==> config.mk <==
export PLATFORM = sky130hd
export DESIGN_NAME = lsu_bus_bridge
export DESIGN_NICKNAME = d
export VERILOG_FILES = /design/src/rtl/lsu_bus_bridge.sv
export SDC_FILE = /design/constraint.sdc
export NUM_CORES = 1
export LEC_CHECK = 0
export ABC_AREA = 1
export CAP_MARGIN = 20
export CELL_PAD_IN_SITES_DETAIL_PLACEMENT = 2
export CELL_PAD_IN_SITES_GLOBAL_PLACEMENT = 2
export CORE_ASPECT_RATIO = 1.2
export CORE_MARGIN = 2
export CORE_UTILIZATION = 25
export DETAILED_ROUTE_END_ITERATION = 7
export GPL_TIMING_DRIVEN = 0
export HOLD_SLACK_MARGIN = 0.06
export PLACE_DENSITY_LB_ADDON = 0.1
export SYNTH_ARGS = -nofsm -noshare
export SYNTH_HDL_FRONTEND = slang
export SYNTH_SLANG_ARGS = --single-unit
==> constraint.sdc <==
create_clock -name clk -period 3.6 [get_ports clk]
set_input_delay 0.54 -clock clk [delete_from_list [all_inputs] [get_ports clk]]
set_output_delay 0.54 -clock clk [all_outputs]
set_load 0.005 [all_outputs]
==> src/rtl/lsu_bus_bridge.sv <==
// Load/store bridge between a single-cycle datapath and a valid/ready data-memory bus.
// A memory request from the datapath is turned into one bus transaction; stall stays high
// until the access completes so the PC and register write are frozen. Load data comes back
// lane-selected and sign/zero-extended on rdata during the completion (DONE) cycle.
//
// Ports:
//   clk, reset            clock, synchronous active-high reset
//   mem_read, mem_write   request strobes from control (both high = write)
//   size, load_unsigned   access size (00 byte, 01 half, 1x word), zero-extend loads
//   addr, wdata           byte address and store data from the datapath
//   rdata                 load result, held outside the completion cycle
//   stall                 freeze PC / suppress RegWrite
//   misalign_err, bus_err one-cycle error pulses in the completion cycle
//   bus_req_*             request channel (valid/ready, we, word address, wdata, be)
//   bus_rsp_*             response channel (valid strobe, data, err)
module lsu_bus_bridge #(
  parameter int unsigned nbit    = 32,
  parameter int unsigned TIMEOUT = 16
) (
  input  logic            clk,
  input  logic            reset,
  input  logic            mem_read,
  input  logic            mem_write,
  input  logic [1:0]      size,
  input  logic            load_unsigned,
  input  logic [nbit-1:0] addr,
  input  logic [nbit-1:0] wdata,
  output logic [nbit-1:0] rdata,
  output logic            stall,
  output logic            misalign_err,
  output logic            bus_err,
  output logic            bus_req_valid,
  input  logic            bus_req_ready,
  output logic            bus_req_we,
  output logic [nbit-1:0] bus_req_addr,
  output logic [nbit-1:0] bus_req_wdata,
  output logic [3:0]      bus_req_be,
  input  logic            bus_rsp_valid,
  input  logic [nbit-1:0] bus_rsp_data,
  input  logic            bus_rsp_err
);

  localparam int unsigned CntW = $clog2(TIMEOUT + 1);

  typedef enum logic [1:0] {StIdle, StReq, StWait, StDone} state_e;

  state_e          state_q, state_d;
  logic [CntW-1:0] cnt_q;
  logic [1:0]      lane_q;
  logic [1:0]      size_q;
  logic            uns_q;

  logic            req;
  logic            aligned;
  logic            tmo;
  logic [3:0]      be_calc;
  logic [nbit-1:0] wdata_calc;
  logic [7:0]      byte_sel;
  logic [15:0]     half_sel;
  logic [nbit-1:0] load_val;

  assign req = mem_read | mem_write;
  // Last permitted REQ/WAIT cycle: REQ+WAIT together last at most TIMEOUT cycles.
  assign tmo = (cnt_q == CntW'(TIMEOUT - 1));

  // Alignment, byte enables and lane-replicated store data, all from the live request.
  always_comb begin
    aligned    = 1'b1;
    be_calc    = 4'b1111;
    wdata_calc = wdata;
    unique case (size)
      2'b00: begin
        be_calc    = 4'b0001 << addr[1:0];
        wdata_calc = {4{wdata[7:0]}};
      end
      2'b01: begin
        aligned    = ~addr[0];
        be_calc    = addr[1] ? 4'b1100 : 4'b0011;
        wdata_calc = {2{wdata[15:0]}};
      end
      default: aligned = (addr[1:0] == 2'b00);
    endcase
  end

  // Little-endian lane extraction from the response word.
  always_comb begin
    byte_sel = bus_rsp_data[{lane_q, 3'b000} +: 8];
    half_sel = lane_q[1] ? bus_rsp_data[31:16] : bus_rsp_data[15:0];
    load_val = bus_rsp_data;
    unique case (size_q)
      2'b00: load_val = uns_q ? {{(nbit-8){1'b0}}, byte_sel}
                              : {{(nbit-8){byte_sel[7]}}, byte_sel};
      2'b01: load_val = uns_q ? {{(nbit-16){1'b0}}, half_sel}
                              : {{(nbit-16){half_sel[15]}}, half_sel};
      default: load_val = bus_rsp_data;
    endcase
  end

  always_ff @(posedge clk) begin
    if (reset) state_q <= StIdle;
    else       state_q <= state_d;
  end

  always_comb begin
    state_d       = state_q;
    stall         = 1'b0;
    bus_req_valid = 1'b0;
    unique case (state_q)
      StIdle: begin
        if (req) begin
          // Misaligned requests skip the bus and complete through DONE to pulse the error.
          state_d = aligned ? StReq : StDone;
          stall   = aligned;
        end
      end
      StReq: begin
        stall         = 1'b1;
        bus_req_valid = 1'b1;
        // Timeout wins over a same-cycle handshake so REQ+WAIT never exceeds TIMEOUT.
        if (tmo)                state_d = StDone;
        else if (bus_req_ready) state_d = StWait;
      end
      StWait: begin
        stall = 1'b1;
        if (bus_rsp_valid || tmo) state_d = StDone;
      end
      StDone:  state_d = StIdle;
      default: state_d = StIdle;
    endcase
  end

  always_ff @(posedge clk) begin
    if (reset) begin
      cnt_q         <= '0;
      lane_q        <= '0;
      size_q        <= '0;
      uns_q         <= 1'b0;
      rdata         <= '0;
      misalign_err  <= 1'b0;
      bus_err       <= 1'b0;
      bus_req_we    <= 1'b0;
      bus_req_addr  <= '0;
      bus_req_wdata <= '0;
      bus_req_be    <= '0;
    end else begin
      misalign_err <= 1'b0;
      bus_err      <= 1'b0;
      unique case (state_q)
        StIdle: begin
          if (req && aligned) begin
            cnt_q         <= '0;
            lane_q        <= addr[1:0];
            size_q        <= size;
            uns_q         <= load_unsigned;
            bus_req_we    <= mem_write;
            bus_req_addr  <= {addr[nbit-1:2], 2'b00};
            bus_req_wdata <= wdata_calc;
            bus_req_be    <= be_calc;
          end else if (req) begin
            misalign_err <= 1'b1;
            rdata        <= '0;
          end
        end
        StReq: begin
          cnt_q <= cnt_q + CntW'(1);
          if (tmo) begin
            bus_err <= 1'b1;
            rdata   <= '0;
          end
        end
        StWait: begin
          cnt_q <= cnt_q + CntW'(1);
          if (bus_rsp_valid) begin
            bus_err <= bus_rsp_err;
            rdata   <= (bus_rsp_err || bus_req_we) ? '0 : load_val;
          end else if (tmo) begin
            bus_err <= 1'b1;
            rdata   <= '0;
          end
        end
        default: ;
      endcase
    end
  end

endmodule

==> results of run 1 <==
area by class of cell:
cell class	instances	area share, %
Inverter	57	2.53
Sequential cell	113	26.1
Multi-Input combinational cell	590	33.4
Tap cell	279	4.03
Timing Repair Buffer	206	23.8
Buffer	56	3.25
Clock inverter	14	1.79
Clock buffer	18	5.07
Yosys cell counts, types with 2 or more instances:
cell type,n
sky130_fd_sc_hd__o21ai_0,74
sky130_fd_sc_hd__o211ai_1,43
sky130_fd_sc_hd__mux2i_1,6
sky130_fd_sc_hd__nand2_1,197
sky130_fd_sc_hd__a22o_1,4
sky130_fd_sc_hd__o21ai_1,5
sky130_fd_sc_hd__o22ai_1,5
sky130_fd_sc_hd__nand3_2,2
sky130_fd_sc_hd__nor3_1,5
sky130_fd_sc_hd__a31oi_1,6
sky130_fd_sc_hd__a21oi_1,90
sky130_fd_sc_hd__nor2_2,4
sky130_fd_sc_hd__buf_4,10
sky130_fd_sc_hd__nand3_1,19
sky130_fd_sc_hd__dfxtp_1,113
sky130_fd_sc_hd__o221ai_1,6
sky130_fd_sc_hd__buf_2,12
sky130_fd_sc_hd__inv_2,7
sky130_fd_sc_hd__nor2_1,103
sky130_fd_sc_hd__inv_1,49
sky130_fd_sc_hd__ha_1,7
sky130_fd_sc_hd__nand2_4,2
sky130_fd_sc_hd__buf_6,2
sky130_fd_sc_hd__clkbuf_1,30
metal layers:
| layer | global-route usage, % | wire length [microns] | share of wire (%) |
|---|---|---|---|
| met1 | 24.0 | 10300 | 40 |
| met2 | 38.5 | 12900 | 51 |
| met5 | 0 | 0 | 0 |
| met4 | 7.61 | 645 | 2.5 |
| met3 | 6.51 | 1600 | 6.3 |
stage by stage:
step,hold slack [ns],instances,instance area (sq um)
global route,0.486,1333,8660
floorplan,0.444,816,5660
detailed placement,0.459,1301,8070
finish,0.469,1333,8660
CTS,0.477,1333,8660
global placement,0.450,1301,8070
cells by family (layout without fill, tap and decap cells):
kind of cell	after synthesis	in the layout	synth area share, %
AOI/OAI and AO/OA	238	238	24.2
adders and majority gates	7	7	1.55
buffers and inverters	113	351	8.85
DFF	113	113	40.0
muxes	6	6	1.06
other	1	2	0.0663
and+or+nand+nor	337	337	24.3
where the power goes:
part	switching, mW	total [mW]	internal, mW
sequential	0.123	1.59	1.47
combinational	1.27	2.13	0.860
clock	0.690	1.73	1.04
final timing paths:
check	depth (start not counted)	to	slack, ns	startpoint
worst max-delay path	9	stall	0.27	size[0]
worst max register to register	9	rdata[31]	1.43	state_q[0]
worst min-delay path	2	cnt_q[4]	0.47	cnt_q[4]
worst min register to register	2	cnt_q[4]	0.47	cnt_q[4]
flip-flops by register name, summed over array words and instances (netlist names):
name and cells:
bus_err 1, bus_req_addr 30, bus_req_be 4, bus_req_wdata 32
bus_req_we 1, cnt_q 5, lane_q 2, misalign_err 1
rdata 32, size_q 2, state_q 2, uns_q 1
worst reg2reg max path, cell delays in order, from the launching register on:
cell and delay [ns]:
sky130_fd_sc_hd__dfxtp_1 0.32, sky130_fd_sc_hd__inv_1 0.15, sky130_fd_sc_hd__ha_1 0.30, sky130_fd_sc_hd__inv_1 0.12, sky130_fd_sc_hd__nor2_2 0.28, sky130_fd_sc_hd__clkbuf_1 0.48, sky130_fd_sc_hd__o211ai_1 0.16, sky130_fd_sc_hd__nand2_1 0.11
sky130_fd_sc_hd__nand2_1 0.05, sky130_fd_sc_hd__a21oi_1 0.13
cell usage in the layout (no fill, tap or decap), drive strengths merged, types with 7 or more instances in the layout:
master and n:
dfxtp 113, clkdlybuf4s50 206, o211ai 43, nor2 109, nand3 22, buf 25
nand2 200, ha 7, o21ai 80, clkbuf 49, inv 60, a21oi 90
==> run summary, run 1 <==
Summed over all cells, the static leakage comes to 3.43 nW. Timing would allow up to 0.300 GHz. Data on the critical path is required at its endpoint by 3.06 ns. The number of ports placed on the die boundary came out at 211.

For the worst-skew pair, the clock arrives at the later sink with an insertion delay of 0.43 ns. The deepest clock path buffer count came out at 2. The synthesized area per cell came out at 6.94 sq um.

The post-layout worst setup margin came out at 0.271 ns. For this run, the number of Yosys warnings is 0. In this run the post-CTS setup repair buffer count came out at 0. The critical path class is in -> out. For the final database, setup skew stands at 0.0148 ns. The arrival time of the worst setup path came out at 2.79 ns.

TritonCTS built the clock tree. The total number of H-tree levels came out at 4. The ratio of total power to cell area came out at 629 nW/um^2. For this run, the slowest stage of the critical path takes 0.53 ns.

The number of storage elements in the synthesis netlist came out at 113. The layout overhead on the synthesized area came out at 53.2%. The final weighted congestion in routability-driven placement came out at 0.820. On the critical path the largest part of the delay comes from buffers and inverters. For the final routed database, the setup TNS stands at 0 ns. The final antenna-violating net count came out at 0.

The floorplan die area is 23800 sq um. The count of standard-cell rows came out at 60. In this run the standard cell core region covers 22300 sq um.

The initial antenna violation count is 0. The number of I/O port buffers is 206. The largest individual stage delay along the critical path comes from the cell sky130_fd_sc_hd__clkdlybuf4s50_1. The largest fanout of any net on the critical path came out at 10. The hold buffer count at cts is 0.

The wire length of the first global-routing pass is 39700 microns. The synthesized design spends more area on one cell type than any other, namely sky130_fd_sc_hd__dfxtp_1. The total CTS buffers is 17. After synthesis, the share of flip-flops with an asynchronous set or reset is 0%. The filler cells instantiated in the layout total 2619.

The via total after detailed routing came out at 6485. By area the synthesized netlist is led by sky130_fd_sc_hd__dfxtp_1 40%, sky130_fd_sc_hd__nand2_1 13%, sky130_fd_sc_hd__a21oi_1 8.0%. The total wire length came out at 25400 microns.

The CTS sink count came out at 113. The total of endpoints with negative setup slack in the final report is 0. The synthesized netlist contains 38 unique library cells. The power after layout came out at 5.45 mW. The flow ran to the end, and the final reports show no timing, DRC or antenna violations. The layout cell share with drive strength beyond 1 came out at 7.40%.

The number of global-route vias before repair came out at 7145. Summed over its instances, the top area cell type makes up 40.0% of the synthesized netlist area. The tree is rooted in a sky130_fd_sc_hd__clkbuf_16. The pre-CTS setup slack is 0.262 ns. The synthesized instance count came out at 815. The final layout contains 1154 nets.

The footprint of the flip-flops and latches came out at 2260 sq um. In this run the cell area of the synthesized design comes to 5660 sq um. The endpoint class of the critical path is an output pin. The initial cell density of the core is 25.4%. The floorplan step set the die height to 169 microns. The post-detailed-placement half-perimeter wirelength came out at 19400 microns. The aggregate global routing overflow is 0. For this block, the initial DRC count from the detailed router was 184. The average routed wire per standard cell came out at 19.0 microns. Setup repair after global routing left no endpoint under its margin. The routed design could run at a clock period as short as 3.33 ns. Among all flip-flop cells after synthesis, the most frequent one is sky130_fd_sc_hd__dfxtp_1.

The max-capacitance violation count is 0. The number of hold violations in the final report is 0. The count of cells resized by post-cts repair came out at 0. After clock tree synthesis, the clock-pin slew on the worst setup and hold paths is 0.06 ns. The final worst-path cycle share is 92.5%.

The signal on the critical path passes through clkdlybuf4s50_1, or2_1, nand2_1, nand2_4, nor2_8, inv_6, buf_2, a21oi_1, clkdlybuf4s50_1. The slew of the pin with the lowest slew margin is 0.636 ns. The worst setup path is launched from an input pin. The final count of pins violating max slew is 0. The number of synthesized flops with an enable pin came out at 0. For this run, design rule violations remaining after detail routing come to 0.

The tightest min-delay check is of the reg -> reg type. The number of antenna cells inserted is 0. The sequential share of the synthesized area came out at 40.0%. The headroom to the max-slew limit came out at 57.3%.

The number of buffers and inverters on the critical path is 4. Once layout is complete, the utilization of the core stands at 38.9%. The largest net degree at the start of global routing came out at 17. The horizontal die dimension came out at 141 microns. The number of optimization iterations in the first detailed-route pass is 4.

In the global route stage, overall resource usage came out at 21.5%. Summing all multi-input logic gate instances after layout gives 2900 sq um. In this design, the critical path's most frequently occurring cell is sky130_fd_sc_hd__clkdlybuf4s50_1.

The number of vias per cell came out at 4.86. VDD sags by at most 0.339 mV.
Power figures use the tool's default switching activity.
==> run 2: changes to the inputs <==
Settings changed: CAP_MARGIN 20 to not set, GPL_TIMING_DRIVEN 0 to not set.
==> run 2 against run 1 <==
  * Wire length down 5.9%
  * Combinational power down 6%
  * First-iteration DRC count up 28%
  * Final cell count down 2.9%
  * Sequential power about the same
  * Flip-flop and latch count unchanged
  * Critical path depth down 1
  * Maximum frequency up 11%
  * Hold slack worse by 0.0018 ns
  * Count of clock-buffer cells in the layout unchanged
  * Largest cell class unchanged
  * Largest power group unchanged
  * Highest routed layer unchanged
==> run summary, run 2 (synthesized netlist as in run 1, its figures left out) <==
The post-detailed-placement half-perimeter wirelength came out at 17000 microns (was 19400 microns). Registers with the highest flip-flop counts: bus_req_wdata (32), rdata (32), bus_req_addr (30) (unchanged). The total number of H-tree levels was 4 (unchanged). The total DRC errors in the routed layout came out at 0 (unchanged). The final weighted congestion in routability-driven placement is 0.739 (was 0.820). The deepest clock path buffer count is 2 (unchanged). The total CTS buffers is 17 (unchanged). The layout net count is 1115 (was 1154). The area of the core region came out at 22300 sq um (unchanged). The count of standard-cell rows is 60 (unchanged). The aggregate global routing overflow came out at 0 (unchanged). The ratio of total power to cell area is 632 nW/um^2 (was 629 nW/um^2). The count of cells resized by post-cts repair is 0 (unchanged).

The layout cell share with drive strength beyond 1 is 6.71% (was 7.40%). The via total after detailed routing was 6324 (was 6485). The setup slack on the worst flop-to-flop path came out at 1.24 ns (was 1.43 ns). The beginning of the critical path is size[0] (unchanged).

The final critical delay including setup and external delays came to 2.99 ns (was 3.33 ns). The max-capacitance violation count came out at 0 (unchanged). The number of DRC markers after the initial detailed-route iteration is 235 (was 184). The hold buffer count at cts is 0 (unchanged). The clock skew came out at 0.00967 ns (was 0.0148 ns). The number of vias per cell was 4.88 (was 4.86).

The global-route usage over all layers is 20.2% (was 21.5%). The slew of the pin with the lowest slew margin came to 0.652 ns (was 0.636 ns). Series of cell instances along the critical path: clkdlybuf4s50_1, or2_1, nand2_1, nand2_4, nor2_8, inv_6, a21oi_1, clkdlybuf4s50_1 (was clkdlybuf4s50_1, or2_1, nand2_1, nand2_4, nor2_8, inv_6, buf_2, a21oi_1, clkdlybuf4s50_1). The clock tree from TritonCTS is built (unchanged).

The final count of pins violating max slew came out at 0 (unchanged). The final worst-path cycle share is 83.1% (was 92.5%). The sum of negative setup slack was 0 ns (unchanged). The cell chosen for the clock root is sky130_fd_sc_hd__clkbuf_16 (unchanged).

The arrival time of the worst setup path came out at 2.45 ns (was 2.79 ns). The total wire length is 23900 microns (was 25400 microns). The largest fanout of any net on the critical path is 27 (was 10). The clock-pin slew on the worst setup and hold paths is 0.06 ns (about the same).

The average routed wire per standard cell was 18.4 microns (was 19.0 microns). The layout overhead on the synthesized area is 51.3% (was 53.2%). Run status: finished clean (unchanged).

The number of optimization iterations in the first detailed-route pass is 4 (unchanged). The number of global-route vias before repair is 6847 (was 7145). The largest net degree at the start of global routing is 70 (was 17).

The type of the tightest min-delay check was reg -> reg (unchanged). The die outline height is 169 microns (unchanged). The endpoint class of the critical path is an output pin (unchanged).

The critical path class is in -> out (unchanged). The met2 global-route usage was 36.0% (was 38.5%). The total of endpoints with negative setup slack in the final report came out at 0 (unchanged). The global routing met3 resource utilization came out at 6.31% (was 6.51%). The number of I/O port buffers is 208 (was 206). The initial cell density of the core is 25.4% (unchanged). The layer with the highest usage after global routing is met2 (unchanged). The most common cell after layout, fill and taps aside was sky130_fd_sc_hd__clkdlybuf4s50_1 (unchanged). The clock insertion delay at the later pin of the skew report came to 0.42 ns (was 0.43 ns).

The worst-case vdd ir drop came out at 0.318 mV (was 0.339 mV). The critical path required time came out at 3.06 ns (about the same). The sort of element at the start of the critical path is an input pin (unchanged). The leakage component of the power came out at 3.38 nW (was 3.43 nW).

The headroom to the max-slew limit is 56.6% (was 57.3%). Most used cells in the layout excluding fill and tap cells: 207 x sky130_fd_sc_hd__clkdlybuf4s50_1, 197 x sky130_fd_sc_hd__nand2_1, 113 x sky130_fd_sc_hd__dfxtp_1 (was 206 x sky130_fd_sc_hd__clkdlybuf4s50_1, 197 x sky130_fd_sc_hd__nand2_1, 113 x sky130_fd_sc_hd__dfxtp_1). The number of ports placed on the die boundary came out at 211 (unchanged). The worst hold slack came out at 0.468 ns (was 0.469 ns). The initial antenna violation count came out at 2 (was 0). The master of the slowest instance on the critical path is sky130_fd_sc_hd__clkdlybuf4s50_1 (unchanged). The wire length of the first global-routing pass is 37700 microns (was 39700 microns). The number of hold violations in the final report is 0 (unchanged). Unrepaired setup endpoints after global routing: false (unchanged).

The worst flop-to-flop path endpoint is bus_req_wdata[22] (was rdata[31]). The most prevalent standard cell on the critical path was sky130_fd_sc_hd__clkdlybuf4s50_1 (unchanged). The termination of the worst setup path is stall (unchanged). The horizontal die dimension came out at 141 microns (unchanged). The count of buffers added by post-CTS timing repair for setup came out at 0 (unchanged). The origin of the critical flop-to-flop path is state_q[0] (unchanged).

The floorplan die area came out at 23800 sq um (unchanged). The CTS sink count came out at 113 (unchanged). The final antenna-violating net count came out at 0 (unchanged). The highest cell delay on the worst timing path is 0.52 ns (was 0.53 ns). The met1 global-route usage came out at 22.9% (was 24.0%). The timing-limited maximum frequency came out at 0.334 GHz (was 0.300 GHz). The number of cells traversed by the worst register-to-register path came out at 10 (was 9).
## run 2: cell count changes in the layout (fill, tap and decap cells not counted), moves of 2 or more
cell                         previous run  this run
sky130_fd_sc_hd__clkbuf_1              30         0
sky130_fd_sc_hd__clkinv_2               1         3
sky130_fd_sc_hd__bufinv_16              2         4
sky130_fd_sc_hd__buf_2                 12         1
sky130_fd_sc_hd__buf_6                  2         0
sky130_fd_sc_hd__buf_4                 10        14
sky130_fd_sc_hd__clkinvlp_4             5         2
sky130_fd_sc_hd__diode_2                0         2
## run 2: critical path: cells and delay by family
kind / cells / cell delay (ns)
AO/OA/AOI/OAI: 1 / 0.17
buffers and inverters: 3 / 1.12
AND/OR/NAND/NOR: 4 / 0.61
## run 2: worst min path at each step
stage	depth (start not counted)	to	startpoint
2_1_floorplan	2	cnt_q[4]	cnt_q[4]
3_3_place_gp	2	bus_req_wdata[3]	bus_req_wdata[3]
3_5_place_dp	2	bus_req_wdata[23]	bus_req_wdata[23]
4_1_cts	2	cnt_q[4]	cnt_q[4]
5_1_grt	2	bus_req_wdata[23]	bus_req_wdata[23]
6_report	2	bus_req_wdata[23]	bus_req_wdata[23]
## run 2: metal layers
layer	up-vias	part of all wire (%)
met5	-	0
met2	176	50
met4	0	2.0
met3	27	7.2
li1	3089	-
met1	3032	41
## run 2: metrics by stage
| stage | cells | total power [mW] | setup slack [ns] | instance area [sq um] | utilization (%) |
|---|---|---|---|---|---|
| floorplan | 816 | 2.71 | 1.60 | 5660 | - |
| global placement | 1262 | 3.62 | 0.615 | 7930 | 35.6 |
| detailed placement | 1262 | 3.65 | 0.556 | 7930 | 35.6 |
| CTS | 1293 | 5.52 | 0.556 | 8550 | 38.4 |
| global route | 1294 | 5.77 | 0.454 | 8560 | 38.4 |
| finish | 1295 | 5.41 | 0.607 | 8560 | 38.4 |
## run 2: final cells by class
class | instances | area (sq um)
antenna | 2 | 5.00
clock inverter | 13 | 185
sequential | 113 | 2260
clock buffer | 18 | 439
multi-input combinational | 590 | 2900
timing repair buffer | 223 | 2200
tap | 279 | 349
fill | 2610 | 13700
inverter | 57 | 219
## run 2: power breakdown
part           internal [mW]  switching, mW  total [mW]
clock network           1.17          0.646        1.82
logic                  0.801           1.20        2.00
registers               1.47          0.123        1.59
==> run 3: changes to the inputs <==
Settings changed: CORE_UTILIZATION 25 to 23.
Clock period 3.6 ns to 2.9 ns, I/O delays scaled along.
==> run 3 against run 2 <==
  * Final cell count grew 3.7%
  * Core utilization shrank 2.4 points
  * Count of clock-buffer cells in the layout is the same
  * Die area grew 8.5%
  * First-iteration DRC count shrank 15%
  * Global-route usage shrank 1.1 points
  * Cell area grew 1.1%
  * Critical endpoint unchanged
==> run summary, run 3 (synthesized netlist as in run 1, its figures left out) <==
The count of standard-cell rows was 62 (was 60). The post-detailed-placement half-perimeter wirelength is 17400 microns (was 17000 microns). The setup slack on the worst flop-to-flop path was 0.78 ns (was 1.24 ns). The type of the tightest min-delay check is reg -> reg (unchanged). The most prevalent standard cell on the critical path is sky130_fd_sc_hd__clkdlybuf4s50_1 (unchanged). The clock insertion delay at the later pin of the skew report is 0.42 ns (about the same). The total number of H-tree levels is 4 (unchanged). The headroom to the max-slew limit is 54.6% (was 56.6%).

The power after layout is 6.65 mW (was 5.41 mW). The cell area after placement is 8070 sq um (was 7930 sq um). The highest cell delay on the worst timing path was 0.53 ns (was 0.52 ns).

The initial cell density of the core came out at 23.5% (was 25.4%). The clock network fraction of design power was 31.7% (was 33.7%). Unrepaired setup endpoints after global routing: false (unchanged). The wire length of the first global-routing pass is 38400 microns (was 37700 microns). The number of ports placed on the die boundary was 211 (unchanged). The number of hold violations in the final report was 0 (unchanged).

The area of the core region came to 24000 sq um (was 22300 sq um). The final count of pins violating max slew came out at 0 (unchanged). The clock-pin slew on the worst setup and hold paths is 0.07 ns (was 0.06 ns). The final standard cell utilization of the core came out at 36.0% (was 38.4%). The worst-case hold path end point was bus_req_wdata[0] (was bus_req_wdata[23]). The share of power burned in registers is 29.7% (was 29.4%). The non-filler instance count after layout is 1343 (was 1295). The worst-case vdd ir drop is 0.413 mV (was 0.318 mV).

The cell chosen for the clock root was sky130_fd_sc_hd__clkbuf_16 (unchanged). The worst flop-to-flop path endpoint is rdata[28] (was bus_req_wdata[22]). The number of DRC markers after the initial detailed-route iteration came out at 199 (was 235). The average routed wire per standard cell came out at 18.1 microns (was 18.4 microns). The number of global-route vias before repair came out at 6997 (was 6847). The final antenna-violating net count was 0 (unchanged). The deepest clock path buffer count came to 2 (unchanged).

The internal cell power came out at 4.11 mW (was 3.44 mW). The critical path class is in -> out (unchanged). The initial antenna violation count came out at 0 (was 2).

The layout overhead on the synthesized area is 52.9% (was 51.3%). The total DRC errors in the routed layout came out at 0 (unchanged). Derived from the worst setup path, the maximum achievable clock frequency is 0.373 GHz. The clock skew is 0.00970 ns (was 0.00967 ns).

The worst path needs 2.68 ns of the cycle, external delays included. The ratio of total power to cell area is 768 nW/um^2 (was 632 nW/um^2). The die outline height came to 176 microns (was 169 microns). The fill cell total of the finished layout came to 2826 (was 2610).

The proportion of total power due to net switching came out at 38.2% (was 36.4%). The final weighted congestion in routability-driven placement is 0.767 (was 0.739). The count of cells resized by post-cts repair is 0 (unchanged). The critical path required time came out at 2.47 ns (was 3.06 ns). The via total after detailed routing came to 6308 (was 6324). The number of optimization iterations in the first detailed-route pass came to 4 (unchanged). The endpoint class of the critical path is an output pin (unchanged).

The number of I/O port buffers is 208 (unchanged). The total CTS buffers is 17 (unchanged). The largest net degree at the start of global routing is 70 (unchanged).

The startpoint of the worst hold path is bus_req_wdata[0] (was bus_req_wdata[23]). The origin of the critical flop-to-flop path was lane_q[1] (was state_q[0]). The combinational fraction of design power is 38.5% (was 37.0%). The master of the slowest instance on the critical path is sky130_fd_sc_hd__clkdlybuf4s50_1 (unchanged).

The net switching power figure came out at 2.54 mW (was 1.97 mW). The area of all placed cells without fillers came out at 8650 sq um (was 8560 sq um). The CTS sink count is 113 (unchanged). The final worst-path cycle share is 92.4%. The aggregate global routing overflow came out at 0 (unchanged).

Registers with the highest flip-flop counts: bus_req_wdata (32), rdata (32), bus_req_addr (30) (unchanged). The clock tree from TritonCTS is built (unchanged). The total wire length came out at 24300 microns (was 23900 microns). The floorplan die area is 25900 sq um (was 23800 sq um). The layout net count is 1123 (was 1115). The count of buffers added by post-CTS timing repair for setup is 0 (unchanged).

Series of cell instances along the critical path: clkdlybuf4s50_1, or2_1, nand2_1, nand2_4, nor2_8, inv_6, a21oi_1, clkdlybuf4s50_1 (unchanged). The number of vias per cell was 4.70 (was 4.88). The number of cells traversed by the worst register-to-register path is 11 (was 10). The layout cell share with drive strength beyond 1 is 7.62% (was 6.71%). The most common cell after layout, fill and taps aside is sky130_fd_sc_hd__clkdlybuf4s50_1 (unchanged). The hold buffer count at cts is 0 (unchanged). The sort of element at the start of the critical path is an input pin (unchanged).

Run status: finished clean (unchanged). The number of antenna cells inserted is 0 (was 2). The max-capacitance violation count came out at 0 (unchanged). The horizontal die dimension was 147 microns (was 141 microns).

The sum of negative setup slack came out at 0 ns (unchanged). The leakage component of the power came out at 3.42 nW (was 3.38 nW). The global-route usage over all layers came out at 19.1% (was 20.2%).

The slew of the pin with the lowest slew margin came out at 0.676 ns (was 0.652 ns). The arrival time of the worst setup path is 2.24 ns (was 2.45 ns). The cell count of the worst hold path came out at 2 (unchanged). The number of placed instances with taps included was 1311 (was 1262). Most used cells in the layout excluding fill and tap cells: 207 x sky130_fd_sc_hd__clkdlybuf4s50_1, 197 x sky130_fd_sc_hd__nand2_1, 113 x sky130_fd_sc_hd__dfxtp_1 (unchanged). The total of endpoints with negative setup slack in the final report was 0 (unchanged). The largest fanout of any net on the critical path came out at 5 (was 27).
==> run 3: metrics by stage <==
step | setup slack, ns | hold WS (ns)
after floorplan | 1.11 | 0.444
final | 0.221 | 0.464
after CTS | 0.176 | 0.471
after detailed placement | 0.179 | 0.459
after global routing | 0.109 | 0.493
after global placement | 0.198 | 0.443
==> run 3: final cells by class <==
cell class | instances | area, sq um | share of cell area, %
inverter | 57 | 219 | 2.53
timing repair buffer | 231 | 2290 | 26.4
tap | 320 | 400 | 4.63
sequential | 113 | 2260 | 26.2
multi-input combinational | 590 | 2900 | 33.5
clock inverter | 14 | 145 | 1.68
clock buffer | 18 | 439 | 5.08
==> run 3: power groups by stage <==
stage | clock network, mW | registers, mW | logic [mW]
finish | 2.11 | 1.98 | 2.56
global route | 2.25 | 2.01 | 2.85
CTS | 2.18 | 1.98 | 2.63
detailed placement | 0 | 2.01 | 2.62
global placement | 0 | 2.00 | 2.59
floorplan | 0 | 2.00 | 1.37
==> run 3: worst max path at each step <==
stage / start / end / slack [ns]
global route: size[1] / stall / 0.11
floorplan: size[1] / stall / 1.11
CTS: size[1] / stall / 0.18
detailed placement: size[1] / stall / 0.18
finish: size[1] / stall / 0.22
global placement: size[1] / stall / 0.20
==> run 3: per-layer routing <==
| layer | up-vias | track usage [%] | share of wire, % |
|---|---|---|---|
| met3 | 18 | 6.75 | 7.3 |
| met2 | 148 | 34.3 | 51 |
| li1 | 3104 | - | - |
| met5 | - | 0 | 0 |
| met1 | 3038 | 21.5 | 41 |
| met4 | 0 | 4.73 | 1.1 |
==> run 3: critical path: cells and delay by family <==
kind / cells / cell delay, ns
compound gates: 1 / 0.15
buf+inv: 3 / 1.07
simple gates: 4 / 0.58
